File: src/rtl/rv32i_pkg.sv
// ---------------------------------------------------------------------------
// rv32i_pkg
// Shared types and widths for the RV32I pipeline slice.
//   XLEN        : datapath width (32)
//   REG_AW      : register-file address width (5)
//   mem_state_t : request/ack controller states (M_IDLE, M_BUSY)
//   ex_mem_t    : contents of the M (EX/MEM) pipeline register
//   mem_wb_t    : contents of the W (MEM/WB) pipeline register
// ---------------------------------------------------------------------------
package rv32i_pkg;

    localparam int XLEN   = 32;
    localparam int REG_AW = 5;

    typedef enum logic {
        M_IDLE = 1'b0,
        M_BUSY = 1'b1
    } mem_state_t;

    typedef struct packed {
        logic              valid;
        logic              resultsrc;   // 1 = load
        logic              memwrite;    // 1 = store
        logic              regwrite;
        logic [REG_AW-1:0] rd;
        logic [XLEN-1:0]   alu_result;  // ALU result or memory address
        logic [XLEN-1:0]   rd2;         // store data
    } ex_mem_t;

    typedef struct packed {
        logic              valid;
        logic              regwrite;
        logic [REG_AW-1:0] rd;
        logic [XLEN-1:0]   data;
    } mem_wb_t;

    // An M-stage instruction needs the data memory if it is a load or a store.
    function automatic logic is_mem_op(input ex_mem_t m);
        return m.valid & (m.resultsrc | m.memwrite);
    endfunction

endpackage

File: src/rtl/mem_access_ctrl.sv
// ---------------------------------------------------------------------------
// mem_access_ctrl
// Request/ack handshake for the data memory. The request is held for as long
// as a memory op sits in M; the M register itself is frozen by o_stall, so
// the op (and therefore the request) can only leave M on the ack cycle.
// Ports:
//   clk, arst_n : clock, async active-low reset
//   i_mem_op    : a valid load/store occupies M
//   i_ack       : memory ack (may arrive in the same cycle as the request)
//   o_req       : memory request
//   o_stall     : hold M and earlier stages
// ---------------------------------------------------------------------------
module mem_access_ctrl
    import rv32i_pkg::*;
(
    input  logic clk,
    input  logic arst_n,
    input  logic i_mem_op,
    input  logic i_ack,
    output logic o_req,
    output logic o_stall
);

    mem_state_t r_state;

    // M_BUSY marks a request that has waited at least one edge for its ack.
    always_ff @(posedge clk or negedge arst_n) begin
        if (!arst_n) begin
            r_state <= M_IDLE;
        end else begin
            case (r_state)
                M_IDLE:  if (i_mem_op && !i_ack) r_state <= M_BUSY;
                M_BUSY:  if (i_ack)              r_state <= M_IDLE;
                default:                         r_state <= M_IDLE;
            endcase
        end
    end

    // Request is combinational so a zero-wait ack completes without a bubble;
    // after an ack the next op enters M and raises a fresh request.
    assign o_req   = i_mem_op;
    assign o_stall = o_req & ~i_ack;

endmodule

File: src/rtl/mem_wb_stage_reg.sv
// ---------------------------------------------------------------------------
// mem_wb_stage_reg
// M and W pipeline registers of an RV32I core with a request/ack data-memory
// port. M captures the execute stage unless stalled by an outstanding memory
// access; W loads from M every cycle (a bubble while M is stalled) and drives
// the register-file write port.
// Configuration macro: MEM_WB_FORWARD_EN -- when defined, fwd_m_* presents
// M-stage ALU results and fwd_w_* mirrors the write port; otherwise all
// fwd_* outputs are tied to 0.
// Ports:
//   clk, arst_n                       : clock, async active-low reset
//   valid_e .. Rd2E                   : execute-stage result
//   stall_o                           : hold execute and earlier stages
//   dmem_req/we/addr/wdata/ack/rdata  : data-memory request/ack port
//   addr_3, wd_3, we                  : register-file write port
//   fwd_m_*, fwd_w_*                  : M- and W-stage forwarding
// ADW/DPW must match rv32i_pkg::REG_AW/XLEN (the packed structs use them).
// ---------------------------------------------------------------------------
module mem_wb_stage_reg
    import rv32i_pkg::*;
#(
    parameter int ADW = REG_AW,
    parameter int DPW = XLEN
) (
    input  logic           clk,
    input  logic           arst_n,
    input  logic           valid_e,
    input  logic           resultsrcE,
    input  logic           memwriteE,
    input  logic           regwriteE,
    input  logic [ADW-1:0] RdE,
    input  logic [DPW-1:0] alu_resultE,
    input  logic [DPW-1:0] Rd2E,
    output logic           stall_o,
    output logic           dmem_req,
    output logic           dmem_we,
    output logic [DPW-1:0] dmem_addr,
    output logic [DPW-1:0] dmem_wdata,
    input  logic           dmem_ack,
    input  logic [DPW-1:0] dmem_rdata,
    output logic [ADW-1:0] addr_3,
    output logic [DPW-1:0] wd_3,
    output logic           we,
    output logic           fwd_m_valid,
    output logic [ADW-1:0] fwd_m_rd,
    output logic [DPW-1:0] fwd_m_data,
    output logic           fwd_w_valid,
    output logic [ADW-1:0] fwd_w_rd,
    output logic [DPW-1:0] fwd_w_data
);

    ex_mem_t r_m;
    mem_wb_t r_w;
    ex_mem_t w_m_next;
    mem_wb_t w_w_next;
    logic    w_mem_op;
    logic    w_req;
    logic    w_stall;

    // NOTE: every field gets a value on every path, so no latch is inferred.
    always_comb begin
        w_m_next            = '0;
        w_m_next.valid      = valid_e;
        w_m_next.resultsrc  = resultsrcE;
        w_m_next.memwrite   = memwriteE;
        w_m_next.regwrite   = regwriteE;
        w_m_next.rd         = RdE;
        w_m_next.alu_result = alu_resultE;
        w_m_next.rd2        = Rd2E;
    end

    // NOTE: non-blocking assignments keep both pipeline registers sampling
    // the pre-edge values, whatever order the simulator runs the blocks in.
    always_ff @(posedge clk or negedge arst_n) begin
        if (!arst_n) begin
            r_m <= '0;
        end else if (!w_stall) begin
            r_m <= w_m_next;
        end
    end

    assign w_mem_op = is_mem_op(r_m);

    mem_access_ctrl u_ctrl (
        .clk      (clk),
        .arst_n   (arst_n),
        .i_mem_op (w_mem_op),
        .i_ack    (dmem_ack),
        .o_req    (w_req),
        .o_stall  (w_stall)
    );

    // A stalled M must not advance, so W sees a bubble. Stores never write
    // the register file, whatever regwriteE said.
    always_comb begin
        w_w_next          = '0;
        w_w_next.valid    = r_m.valid & ~w_stall;
        w_w_next.regwrite = r_m.regwrite & ~r_m.memwrite;
        w_w_next.rd       = r_m.rd;
        w_w_next.data     = r_m.resultsrc ? dmem_rdata : r_m.alu_result;
    end

    always_ff @(posedge clk or negedge arst_n) begin
        if (!arst_n) begin
            r_w <= '0;
        end else begin
            r_w <= w_w_next;
        end
    end

    assign stall_o    = w_stall;
    assign dmem_req   = w_req;
    assign dmem_we    = r_m.memwrite;
    assign dmem_addr  = r_m.alu_result;
    assign dmem_wdata = r_m.rd2;

    assign we     = r_w.valid & r_w.regwrite & (r_w.rd != '0);
    assign addr_3 = r_w.rd;
    assign wd_3   = r_w.data;

`ifdef MEM_WB_FORWARD_EN
    // Only ALU results are known in M; load data arrives too late to forward.
    assign fwd_m_valid = r_m.valid & r_m.regwrite & ~r_m.resultsrc
                       & ~r_m.memwrite & (r_m.rd != '0);
    assign fwd_m_rd    = r_m.rd;
    assign fwd_m_data  = r_m.alu_result;
    assign fwd_w_valid = we;
    assign fwd_w_rd    = addr_3;
    assign fwd_w_data  = wd_3;
`else
    assign fwd_m_valid = 1'b0;
    assign fwd_m_rd    = '0;
    assign fwd_m_data  = '0;
    assign fwd_w_valid = 1'b0;
    assign fwd_w_rd    = '0;
    assign fwd_w_data  = '0;
`endif

endmodule

File: config.mk
export PLATFORM = sky130hd
export DESIGN_NAME = mem_wb_stage_reg
export DESIGN_NICKNAME = d
export VERILOG_FILES = /design/src/rtl/rv32i_pkg.sv /design/src/rtl/mem_access_ctrl.sv /design/src/rtl/mem_wb_stage_reg.sv
export SDC_FILE = /design/constraint.sdc
export NUM_CORES = 1
export LEC_CHECK = 0
export CAP_MARGIN = 20
export CORE_ASPECT_RATIO = 1.25
export CORE_MARGIN = 1.5
export CORE_UTILIZATION = 30
export DETAILED_ROUTE_END_ITERATION = 10
export PLACE_DENSITY_LB_ADDON = 0.12
export SETUP_SLACK_MARGIN = 0.02
export SLEW_MARGIN = 25
export SYNTH_ARGS = -nofsm -noshare
export SYNTH_HDL_FRONTEND = slang
export SYNTH_SLANG_ARGS = --single-unit
File: constraint.sdc
create_clock -name clk -period 3.6 [get_ports clk]
set_input_delay 0.36 -clock clk [delete_from_list [all_inputs] [get_ports clk]]
set_output_delay 0.36 -clock clk [all_outputs]
set_load 0.005 [all_outputs]
# Word level (Yosys, flattened, before mapping)
# Index checks and enable logic that the tools add are counted.
totals:
  latchBits: 0
  input_bits: 108
  mem_bits_rw: 0
  rom_bits: 0
  out_inout_bits: 181
  ff_bits: 112
  n_memories: 0
  word_cells: 23
op_classes:
  reduce_logical: 1
  addsub: 0
  n_bitwise: 10
  shifts: 0
  n_eq_ne: 0
  mux: 1
  div_mod_pow: 0
  order_cmp: 0
  mul: 0
op_table:
  columns: ["cell", "count"]
  rows:
  - ["32-bit two-way mux", 1]
  - ["1-bit AND", 6]
  - ["5-bit nonzero test", 1]
  - ["1-bit inverter", 3]
  - ["1-bit OR", 1]

# Logic depth before layout (Yosys ltp)
# Gate-level depths: netlist of the first run.
depth:
  ltp_word: 5
  ltp_mapped: 6
  depth_no_buf: 3

# Cells and area by module
# From an unflattened synthesis of the first run, not the netlist that was laid out.
unflattened:
  hier_cells: 414
  hier_area_um2: 5719.2
by_module_without_submodules:
  columns: ["module", "cells_each", "seq_area_each_um2", "area_per_inst_um2", "instances"]
  rows:
  - ["mem_wb_stage_reg", 412, 2802.7, 5698.0, 1]
  - ["mem_access_ctrl", 2, 0.0, 21.3, 1]

# Worst setup path before layout of the first run
# OpenSTA, ideal clock, no wires.
synth_timing:
  kind: "reg2reg"
  startpoint: "register r_m[71] in the netlist's numbering"
  endpoint: "register r_m (netlist bit dmem_addr[0])"
  setup_time_ps: 125
  period_less_slack_ps: 1495
  stages_incl_launch_ff: 7
  path_slack_ps: 2105
  arrival_ps: 1370
  path_cell_list: "dfrtp_1 buf_6 o21a_1 nor2b_4 buf_6 buf_6 mux2_4"
synth_between:
  elab_chain_len: 3
synth_rtl:
  columns: ["element", "line_no", "source"]
  rows:
  - ["start, declared", "mem_wb_stage_reg.sv:52", "ex_mem_t r_m;"]
  - ["start signal, assigned", "mem_wb_stage_reg.sv:78", "r_m <= w_m_next;"]
  - ["1-bit OR", "rv32i_pkg.sv:39", "return m.valid & (m.resultsrc | m.memwrite);"]
  - ["1-bit AND", "rv32i_pkg.sv:39", null]
  - ["named net dmem_req", "mem_wb_stage_reg.sv:35", "output logic dmem_req,"]
  - ["1-bit AND", "mem_access_ctrl.sv:42", "assign o_stall = o_req & ~i_ack;"]
# The timed path passes the listed nets, and every way through them passes these cells.
# A chain may end at the register's enable or synchronous reset.

# Worst setup path in the final report of the first run
layout_timing:
  startpoint: "register r_w (netlist bit addr_3[1])"
  endpoint: "output we"
layout_between:
  elab_chain_len: 2
layout_rtl:
  columns: ["element", "line_no", "source"]
  rows:
  - ["start, declared", "mem_wb_stage_reg.sv:53", "mem_wb_t r_w;"]
  - ["start signal, assigned", "mem_wb_stage_reg.sv:107", "r_w <= w_w_next;"]
  - ["5-bit nonzero test", "mem_wb_stage_reg.sv:117", "assign we = r_w.valid & r_w.regwrite & (r_w.rd != '0);"]
  - ["1-bit AND", "mem_wb_stage_reg.sv:117", null]
  - ["end, declared", "mem_wb_stage_reg.sv:43", "output logic we,"]
# Every way passes these cells.

==> summary.txt, run 1 <==
GRT
  • Total track usage: 12.25%
  • Global-route wire length before repair: 18190 um
  • Total grt overflow: 0
  • Largest net degree at the start of global routing: 54
  • Number of global-route vias before repair: 3217
  • Initial antenna violation count: 0

STA
  • Unrepaired setup endpoints after global routing: no
  • Post-route setup TNS: 0 ns
  • Final Hold Fails: 0
  • Setup Viol. Count Final: 0
  • Layout Skew: 0.008967 ns
  • F_max: 0.4542 GHz
  • Max-slew violations: 0
  • Worst rel slew slack: 56.68%
  • Slew at the pin with the worst max-slew slack: 0.6497 ns
  • Minimum clock period after layout: 2.202 ns
  • Fin crit share: 61.16%

Clocking
  • Setup repair bufs after CTS: 0
  • # resized after CTS: 0
  • H-tree levels: 3
  • TritonCTS clock tree: done
  • Clk Latency, worst-skew pair: 0.35 ns
  • Root Buffer: clkbuf_16
  • Reg clk slew, reported paths: 0.08 ns
  • Hold_buf cts: 0
  • CTS Buffer Depth: 2
  • CTS buffer count: 9
  • Sink Count: 112

Finish
  • Layout area overhead: 29.02%
  • Multi-input logic area: 1689 um^2
  • Nets@finish: 635
  • Most frequent cells in the layout: clkdlybuf4s50_1 (211), dfrtp_1 (111), conb_1 (76), mux2_2 (57), mux2_4 (47)
  • Most common cell after layout, fill and taps aside: clkdlybuf4s50_1
  • Antenna cells: 0
  • Register area: 2804 um^2
  • Post-Layout Cell Count: 759
  • Share of cells above drive strength 1: 24.11%
  • Filler instances: 1714

Synthesis
  • Post-Synth Adder-Cell Area: 0%
  • Multiplexer area fraction after synthesis: 23.90%
  • Synth cell types: 14
  • Flops & latches, synth: 112
  • Post-synth top area cell: dfrtp_1
  • Synth Area in Compound Gates: 0.3106%
  • Area share of the largest cell type after synthesis: 49.70%
  • Mapped Area: 5639 um^2
  • Seq/Total Area, Yosys: 49.70%
  • Post-Synth Simple-Gate Area: 0.6878%
  • Synth area leaders: dfrtp_1 (50%), buf_4 (24%), mux2_4 (13%)
  • Synth Area in XOR/XNOR: 0%
  • Post-Syn Area per Cell: 13.65 um^2
  • Syn Inst Count: 413
  • YS warnings: 0
  • Largest family of logic cells by synthesized area: buffers and inverters

Setup path
  • Worst path arrival time: 1.84 ns
  • WS Path Type: flip-flop to output port
  • Worst-path fanout max: 2
  • Critical path capture point type: output port
  • Reg-to-Reg Start: dmem_we
  • Critical path launch point type: flip-flop
  • RR Endpoint: dmem_wdata[31]
  • FF-to-FF path depth: 4
  • Reg2Reg Setup Slack: 1.96 ns
  • WP data required: 3.24 ns

Run status
  • Status: finished, final reports clean

Die
  • Cell Rows: 55
  • DIE WIDTH: 125.6 um
  • Die Y: 156.3 um
  • Core area: 18240 um^2
  • Initial Util: 30.92%
  • Top Ports: 289
  • Die ar.: 19630 um^2

Drt
  • Via/cell ratio: 3.947
  • Routed vias: 2996
  • DRT Pass-1 Iters: 3
  • Routed Antenna Nets: 0
  • Wire length per cell: 15.50 um
  • Drt initial violations: 47
  • Routed wire length: 11770 um
  • # DRC: 0

Place
  • DP Wirelength: 8628 um
  • Buffers on Ports: 212
  • Placed Cells: 744
  • Placer's final routability congestion estimate: 0.7267

Min path
  • Worst min path class: primary input to asynchronous set/reset pin

Power and ir drop
  • Pwr/cell area: 454.5 nW/um^2
  • Worst vdd ir: 0.2044 mV
  • Final Power: 0.003307 W
  • Pleak: 3.158 nW

Job
  • MaxCap Viol Count: 0
how the worst max path moves through the flow:
stage               from        endpoint  slack [ns]  cells past startpoint
3_5_place_dp    dmem_ack  dmem_wdata[13]        1.67                      4
3_3_place_gp    dmem_ack         stall_o        1.72                      3
4_1_cts        addr_3[1]              we        1.37                      3
5_1_grt        addr_3[1]              we        1.34                      3
6_report       addr_3[1]              we        1.40                      3
2_1_floorplan    r_m[71]    dmem_addr[0]        2.10                      6
cells by family after synthesis:
| family | after synthesis |
|---|---|
| buf+inv | 189 |
| other cells | 1 |
| flops | 112 |
| compound gates | 2 |
| simple gates | 5 |
| mux | 104 |
area by class of cell:
class                      count  share of cell area (%)
timing repair buffer         217                   29.82
tap                          228                   3.921
clock buffer                  10                   3.285
sequential                   112                   38.54
clock inverter                 5                   1.221
multi-input combinational    187                   23.22
synthesized netlist by cell type:
cell,instances
buf_4,177
dfrtp_1,112
mux2_2,57
mux2_4,47
buf_6,7
clkbuf_1,3
buf_2,2
nor2b_1,2
conb_1,1
nor2b_4,1
o21a_1,1
o311a_1,1
or2_2,1
or3_1,1
power breakdown:
group / internal, W / switching, W
clock network: 0.000635 / 0.000475
logic: 0.000497 / 0.000224
registers: 0.00140 / 0.0000766
total: 0.00253 / 0.000776
state kept, by name (all words and copies together) (netlist names):
signal      flops
r_m             8
dmem_we         1
wd_3           32
dmem_wdata     32
r_w             2
dmem_addr      32
addr_3          5
critical path, cell delays in order (launching register included):
cell and delay, ns:
dfrtp_1 0.38, or3_1 0.37, o311a_1 0.29, clkdlybuf4s50_1 0.44
layer usage:
metal	vias up	share of wire, %	routed length (um)	GRT usage, %
met2	182	52	6119	20.99
li1	1326	-	-	-
met4	0	2.9	344	6.656
met3	17	9.3	1091	4.684
met1	1471	36	4211	13.02
met5	-	0	0	0
per-stage QoR:
step           area [um^2]  hold WS [ns]  worst slack, ns  util [%]
3_3_place_gp          6948        0.3575            1.716     38.10
2_1_floorplan         5921       0.06441            2.105         -
3_5_place_dp          6948        0.3667            1.675     38.10
6_report              7276       0.03712            1.398     39.90
4_1_cts               7276       0.05794            1.367     39.90
5_1_grt               7276       0.09221            1.341     39.90
No activity file was read; power rests on OpenSTA's default activity.
==> inputs of run 2 (changes only) <==
Clock period 3.6 ns to 2.18 ns, I/O delays scaled along.
==> run 2 against run 1 <==
Via count grew 0.63%. Combinational power grew 66%. Die area is the same. Sequential share of layout area shrank 0.086 points. Clock-buffer cell count is the same. Design area grew 0.22%. Sequential cell count is the same. Total power grew 60%. Clock skew is essentially flat. Final cell count grew 0.40%. Critical path type unchanged. Largest cell class unchanged. Largest power group unchanged. Highest routed layer unchanged.
==> summary.txt, run 2 (synthesized netlist as in run 1, its figures left out) <==
Run status
  • Status: finished, final reports clean

Setup path
  • Critical path capture point type: output port
  • WS Path Type: flip-flop to output port
  • Worst path arrival time: 1.84 ns
  • Reg2Reg Setup Slack: 0.54 ns
  • WP data required: 1.96 ns
  • Critical path launch point type: flip-flop
  • Worst-path fanout max: 2

Drt
  • DRT Pass-1 Iters: 2
  • Via/cell ratio: 3.957
  • Routed Antenna Nets: 0
  • # DRC: 0
  • Routed vias: 3015
  • Wire length per cell: 15.48 um
  • Drt initial violations: 39
  • Routed wire length: 11790 um

Place
  • Placer's final routability congestion estimate: 0.7126
  • Placed Cells: 745
  • Buffers on Ports: 212
  • DP Wirelength: 8645 um
  • Worst slack, placed: 0.4125 ns

Clocking
  • H-tree levels: 3
  • TritonCTS clock tree: done
  • Clk Latency, worst-skew pair: 0.35 ns
  • CTS Buffer Depth: 2
  • Root Buffer: clkbuf_16
  • CTS buffer count: 9
  • Reg clk slew, reported paths: 0.08 ns
  • Sink Count: 112

GRT
  • Total grt overflow: 0
  • Total track usage: 11.94%
  • Initial antenna violation count: 0
  • Largest net degree at the start of global routing: 48
  • Global-route wire length before repair: 17920 um
  • Number of global-route vias before repair: 3098

Power and ir drop
  • Worst vdd ir: 0.3401 mV
  • Pwr/cell area: 725.3 nW/um^2
  • Final Power: 0.005289 W
  • Pleak: 3.161 nW

STA
  • Layout Skew: 0.009400 ns
  • F_max: 0.4867 GHz
  • Post-layout worst setup margin: 0.1255 ns
  • Setup Viol. Count Final: 0
  • Unrepaired setup endpoints after global routing: no
  • Max-slew violations: 0
  • Fin crit share: 94.25%
  • Worst rel slew slack: 65.62%
  • Post-route setup TNS: 0 ns
  • Slew at the pin with the worst max-slew slack: 0.5158 ns
  • Minimum clock period after layout: 2.055 ns
  • Final Hold Fails: 0

Finish
  • Multi-input logic area: 1689 um^2
  • Layout area overhead: 29.31%
  • Nets@finish: 637
  • Filler instances: 1722
  • Most common cell after layout, fill and taps aside: clkdlybuf4s50_1
  • Post-Layout Cell Count: 762
  • Most frequent cells in the layout: clkdlybuf4s50_1 (211), dfrtp_1 (111), conb_1 (76), mux2_2 (57), mux2_4 (47)
  • Antenna cells: 0
  • Share of cells above drive strength 1: 24.34%
  • Register area: 2804 um^2

Job
  • MaxCap Viol Count: 0

Die
  • DIE WIDTH: 125.6 um
  • Die Y: 156.3 um
  • Cell Rows: 55
  • Initial Util: 30.92%
  • Top Ports: 289
  • Die ar.: 19630 um^2
  • Core area: 18240 um^2

Min path
  • Worst min path class: primary input to asynchronous set/reset pin
-- run 2: cell types whose count changed in the layout (fill, tap and decap cells not counted) --
| cell | change |
|---|---|
| dlygate4sd3_1 | +1 |
| bufinv_16 | -2 |
| buf_12 | +3 |
| clkinvlp_4 | +1 |
| inv_6 | +1 |
| buf_4 | -2 |
| clkinv_2 | +1 |
-- run 2: area by class of cell --
cell class	count	share of cell area (%)
flip-flops and latches	112	38.45
repair buffers	219	30.51
multi-input cells	187	23.16
well taps	228	3.912
clock buffers	10	3.277
clock inverters	6	0.6863
-- run 2: stage by stage --
step	area, um^2	util (%)	hold slack, ns
final	7292	39.99	0.2802
after floorplan	5921	-	-0.07759
after global placement	6993	38.35	0.1294
after CTS	7292	39.99	0.2769
after detailed placement	6993	38.35	0.1307
after global routing	7292	39.99	0.3025
-- run 2: repair_timing --
item	in CTS	in global routing
hold endpoints to repair	18	0
resized for setup	0	0
buffers inserted	0	0
hold buffers	1	0
-- run 2: layer usage --
layer / GRT usage [%] / share of wire (%) / up-vias
met1: 13.27 / 37 / 1484
met4: 6.006 / 2.9 / 0
li1: - / - / 1328
met5: 0 / 0 / -
met2: 20.26 / 51 / 185
met3: 4.171 / 9.0 / 18
-- run 2: power breakdown --
part           leakage (nW)  switching [W]  internal, W
sequential             1.30       0.000126      0.00231
clock                 0.141       0.000821     0.000826
combinational          1.71       0.000373     0.000832
total                  3.16        0.00132      0.00397
-- run 2: critical path: stages, from the launching register on --
cell and delay, ns:
dfrtp_1 0.38, or3_1 0.37, o311a_1 0.30, clkdlybuf4s50_1 0.45
-- run 2: worst paths after layout --
kind / depth (start not counted) / end / startpoint
max: 3 / we / addr_3[1]
min: 2 / dmem_addr[22] / arst_n
max reg2reg: 4 / dmem_addr[31] / dmem_we
min reg2reg: 0 / addr_3[4] / r_m[68]
max in group asynchronous: 3 / r_m[71] / arst_n
min in group clk: 0 / addr_3[4] / r_m[68]
